--- config.mk ---
export PLATFORM = sky130hd
export DESIGN_NAME = frame_bit_counter
export DESIGN_NICKNAME = d
export VERILOG_FILES = /design/src/rtl/frame_cnt_pkg.sv /design/src/rtl/frame_bit_counter.sv
export SDC_FILE = /design/constraint.sdc
export NUM_CORES = 1
export LEC_CHECK = 0
export ABC_AREA = 1
export CORE_MARGIN = 2
export CORE_UTILIZATION = 35
export DETAILED_ROUTE_END_ITERATION = 6
export PLACE_DENSITY = 0.66
export SYNTH_ARGS = -nofsm -noshare
export SYNTH_HDL_FRONTEND = slang
export SYNTH_SLANG_ARGS = --single-unit
--- constraint.sdc ---
create_clock -name inClk -period 2.3 [get_ports inClk]
set_clock_uncertainty 0.2 [all_clocks]
set_input_delay 0.69 -clock inClk [delete_from_list [all_inputs] [get_ports inClk]]
set_output_delay 0.69 -clock inClk [all_outputs]
set_load 0.01 [all_outputs]
--- src/rtl/frame_cnt_pkg.sv ---
// Shared definitions for the frame bit counter: state encoding and framing mode constants.
package frame_cnt_pkg;

  typedef enum logic [1:0] {
    ST_IDLE = 2'b00,
    ST_RUN  = 2'b01,
    ST_DONE = 2'b10
  } state_t;

  localparam int MODE_ONESHOT = 0;
  localparam int MODE_CONT    = 1;

endpackage

--- src/rtl/frame_bit_counter.sv ---
// Programmable-length shift/bit counter for the UART datapaths, one-shot or continuous framing.
// Optional sticky start-during-RUN error flag enabled by defining FRAME_BIT_COUNTER_OVERRUN_EN.
module frame_bit_counter
  import frame_cnt_pkg::*;
#(
  parameter int N    = 4,
  parameter int WRAP = MODE_ONESHOT
) (
  input  logic         inClk,
  input  logic         rst,
  input  logic         start,
  input  logic         ena,
  input  logic         clr,
  input  logic [N-1:0] len,
  output logic [N-1:0] out,
  output logic         busy,
  output logic         done,
`ifdef FRAME_BIT_COUNTER_OVERRUN_EN
  output logic         overrun,
`endif
  output logic         tc
);

  localparam logic [N-1:0] ONE = N'(1);

  state_t       r_state;
  logic [N-1:0] r_out;
  logic [N-1:0] r_len_q;
  logic         r_busy;
  logic         r_done;

  logic [N-1:0] w_last;
  logic         w_at_last;
  logic         w_start_ok;

  // lenQ-1 wraps when lenQ==0, but that value is only ever compared while RUN, where lenQ>=1.
  assign w_last     = r_len_q - ONE;
  assign w_at_last  = (r_out == w_last);
  assign w_start_ok = start && (len != '0);

  // NOTE: tc is the one combinational output; it must be high in the same cycle as the final ena.
  assign tc = r_busy & ena & w_at_last;

  // NOTE: sequential state uses non-blocking assignments only, so every register sees pre-edge values.
  always_ff @(posedge inClk or posedge rst) begin
    if (rst) begin
      r_state <= ST_IDLE;
      r_out   <= '0;
      r_len_q <= '0;
      r_busy  <= 1'b0;
      r_done  <= 1'b0;
    end else if (clr) begin
      r_state <= ST_IDLE;
      r_out   <= '0;
      r_busy  <= 1'b0;
      r_done  <= 1'b0;
    end else begin
      case (r_state)
        ST_IDLE: begin
          r_done <= 1'b0;
          if (w_start_ok) begin
            r_len_q <= len;
            r_out   <= '0;
            r_busy  <= 1'b1;
            r_state <= ST_RUN;
          end
        end

        ST_RUN: begin
          if (ena) begin
            if (w_at_last) begin
              r_out   <= r_len_q;
              r_busy  <= 1'b0;
              r_done  <= 1'b1;
              r_state <= ST_DONE;
            end else begin
              r_out <= r_out + ONE;
            end
          end
        end

        ST_DONE: begin
          r_done <= 1'b0;
          r_out  <= '0;
          if (WRAP == MODE_CONT) begin
            r_busy  <= 1'b1;
            r_state <= ST_RUN;
          end else if (w_start_ok) begin
            // Back-to-back frame: no idle cycle between frames.
            r_len_q <= len;
            r_busy  <= 1'b1;
            r_state <= ST_RUN;
          end else begin
            r_busy  <= 1'b0;
            r_state <= ST_IDLE;
          end
        end

        default: begin
          r_state <= ST_IDLE;
          r_out   <= '0;
          r_busy  <= 1'b0;
          r_done  <= 1'b0;
        end
      endcase
    end
  end

`ifdef FRAME_BIT_COUNTER_OVERRUN_EN
  logic r_overrun;

  always_ff @(posedge inClk or posedge rst) begin
    if (rst) begin
      r_overrun <= 1'b0;
    end else if (clr) begin
      r_overrun <= 1'b0;
    end else if (start && (r_state == ST_RUN)) begin
      r_overrun <= 1'b1;
    end
  end

  assign overrun = r_overrun;
`endif

  assign out  = r_out;
  assign busy = r_busy;
  assign done = r_done;

endmodule

==> flow_metrics.tcl <==
set metrics [dict create \
    status "finished, violations left" \
    violations "setup timing" \
    drc 0 \
    critPathKind "register to output pin" \
    grtUsageMet1_pct 18.3 \
    ys_top_cells_by_area "dfrtp_1, nand2_1, inv_1" \
    critPathLaunchType "register" \
    ys_ff_latch 12 \
    worstHoldPathType "register to register" \
    register_area_um2 300 \
    globalplace.congestion 0.791 \
    dp_hpwl_um 1350 \
    areaGrowthSynthToFinish_pct 46.5 \
    p_per_area_nw_per_um2 608 \
    first_pass_iters 3 \
    fillerInstances 205 \
    fin_tns_setup_ns -0.139 \
    start_util_pct 37.0 \
    clk_pin_slew_ns 0.07 \
    grtUsageTotal_pct 16.6 \
    portBuffers 15 \
    dp_slack_ns -0.450 \
    postRouteWirelength_um 1700 \
    die-area_um2 2430 \
    grt_busiest_layer "met2" \
    cp.arrival_ns 1.55 \
    die_height_um 49.3 \
    synth_common_cells "nand2_1, inv_1, dfrtp_1" \
    grt_max_degree 13 \
    synth_fp_nets 108 \
    final-hold-violation-count 0 \
    slew_headroom_pct 67.9 \
    synth_edf_count 0 \
    nNetsFinal 143 \
    num_vias 707 \
    diodes 0 \
    crit_required_ns 1.41 \
    grt_pass1_vias 731 \
    yosysMostFrequentCell "nand2_1" \
    tightestPinTransition_ns 0.481 \
    cts-root-buf "clkbuf_4" \
    die_x_um 49.3 \
    p_leak_nw 0.554 \
    cts_buffer_depth 2 \
    ys_types 16 \
    peakVddDrop_mv 0.456 \
    cts-buffers-inserted 3 \
    setup_viol 1 \
    placed_cell_area_um2 992 \
    syn_inst 97 \
    rows 16 \
    netlist.area_leader.share_pct 41.8 \
    postCtsHoldBufs 0 \
    grt_first_pass_wirelength_um 3090 \
    seq_area_frac_synth_pct 41.8 \
    synthesis.area_um2 718 \
    cts_tree "yes" \
    clk_latency_ns 0.27 \
    core_region_area_um2 1940 \
    grt.met3_usage_pct 2.15 \
    drv_cap 0 \
    ys_warn_count 0 \
    crit_path_max_fanout 2 \
    first_iter_violations 10 \
    cts.sinks 12 \
    multi_input_area_um2 370 \
    viasPerCell 4.50 \
    finalCritPeriodShare_pct 106 \
    postSynthAreaPerCell_um2 7.40 \
    synth_top_area_cell "dfrtp_1" \
    avgRoutedWirePerCell_um 10.8 \
    layout-drive-gt1-share_pct 29.2 \
    slew_viol_final 0 \
    ant_nets 0 \
    layout_min_cycle_time_ns 2.44 \
    synth_top_flop_cell "dfrtp_1" \
    ios 16 \
    rsz0062_at_grt "yes" \
    max_freq_mhz 410 \
    design_area_um2 1050 \
    postLayoutSetupSlackWorst_ns -0.139 \
    grt_antenna_before_repair 0 \
    endpoint_kind "output pin" \
    async_reset_ff_share_pct 100 \
    met2_usage_pct 29.7 \
    h-tree-depth 1 \
    grt_overflow 0 \
]
## metrics by stage
stage / util, % / total power, W / hold WS, ns / instances
floorplan: - / 0.000386 / 0.259 / 97
global placement: 51.1 / 0.000469 / 0.279 / 151
detailed placement: 51.1 / 0.000480 / 0.295 / 151
CTS: 53.3 / 0.000629 / 0.320 / 155
global route: 54.2 / 0.000688 / 0.365 / 157
finish: 54.2 / 0.000640 / 0.317 / 157
## what timing repair did
| item | CTS | global route |
|---|---|---|
| buffers inserted | 1 | 2 |
| pin swaps | 6 | 6 |
| endpoints found under the setup margin | 1 | 1 |
| gates resized for setup | 10 | 1 |
| endpoints found under the hold margin | 0 | 0 |
## kinds of logic (layout without fill, tap and decap cells)
logic type,Yosys count,in the layout,synth area share (%)
flops,12,12,41.8
compound gates,8,8,5.58
xor+xnor,4,4,4.88
fa+ha+maj,2,2,3.48
simple gates,53,53,34.8
buf+inv,18,51,9.41
## area by class of cell
class | instances | area share (%)
Multi-Input combinational cell | 67 | 35.2
Sequential cell | 12 | 28.5
Timing Repair Buffer | 30 | 24.5
Inverter | 18 | 6.42
Tap cell | 27 | 3.21
Clock buffer | 3 | 2.14
## cells in the final DEF, fill, tap and decap left out
master,count
a21oi_1,2
buf_2,1
buf_4,15
clkbuf_4,3
clkdlybuf4s50_1,14
dfrtp_1,12
ha_1,1
ha_4,1
inv_1,11
inv_2,7
nand2_1,28
nand2_2,6
nand3_1,6
nand3_2,3
nand4_1,2
nor2_1,5
nor2_2,1
nor2_4,1
o21ai_1,6
or2_1,1
xnor2_1,2
xor2_1,2
## worst paths after layout
| path | cells after the start | endpoint | slack [ns] | startpoint |
|---|---|---|---|---|
| worst min register to register | 2 | done | 0.32 | done |
| worst min-delay path | 2 | done | 0.32 | done |
| worst max-delay path | 8 | tc | -0.14 | r_len_q[1] |
| worst max register to register | 11 | busy | 0.53 | r_len_q[1] |
| max in group asynchronous | 2 | r_len_q[2] | 1.04 | rst |
| min in group asynchronous | 2 | r_state[0] | 0.53 | rst |
## power breakdown
group | internal (W) | leakage [nW] | switching (W)
clock network | 0.0000605 | 0.0138 | 0.0000664
logic | 0.000129 | 0.383 | 0.000129
registers | 0.000234 | 0.157 | 0.0000201
## metal layers
layer / vias to the layer above / share of wire [%]
met3: 7 / 2.7
met4: 0 / 3.5
met1: 317 / 42
li1: 368 / -
met5: - / 0
met2: 15 / 52
## worst max-delay path, cell delays in order, from the launching register on
cell	delay, ns
dfrtp_1	0.37
inv_2	0.06
ha_4	0.26
or2_1	0.10
nand3_2	0.08
nor2_4	0.13
nand2_2	0.07
nor2_2	0.07
buf_2	0.13
## flip-flops by register name, summed over array words and instances (netlist names)
| signal | count |
|---|---|
| out | 4 |
| r_len_q | 4 |
| r_state | 2 |
| busy | 1 |
| done | 1 |
Power figures use the tool's default switching activity.
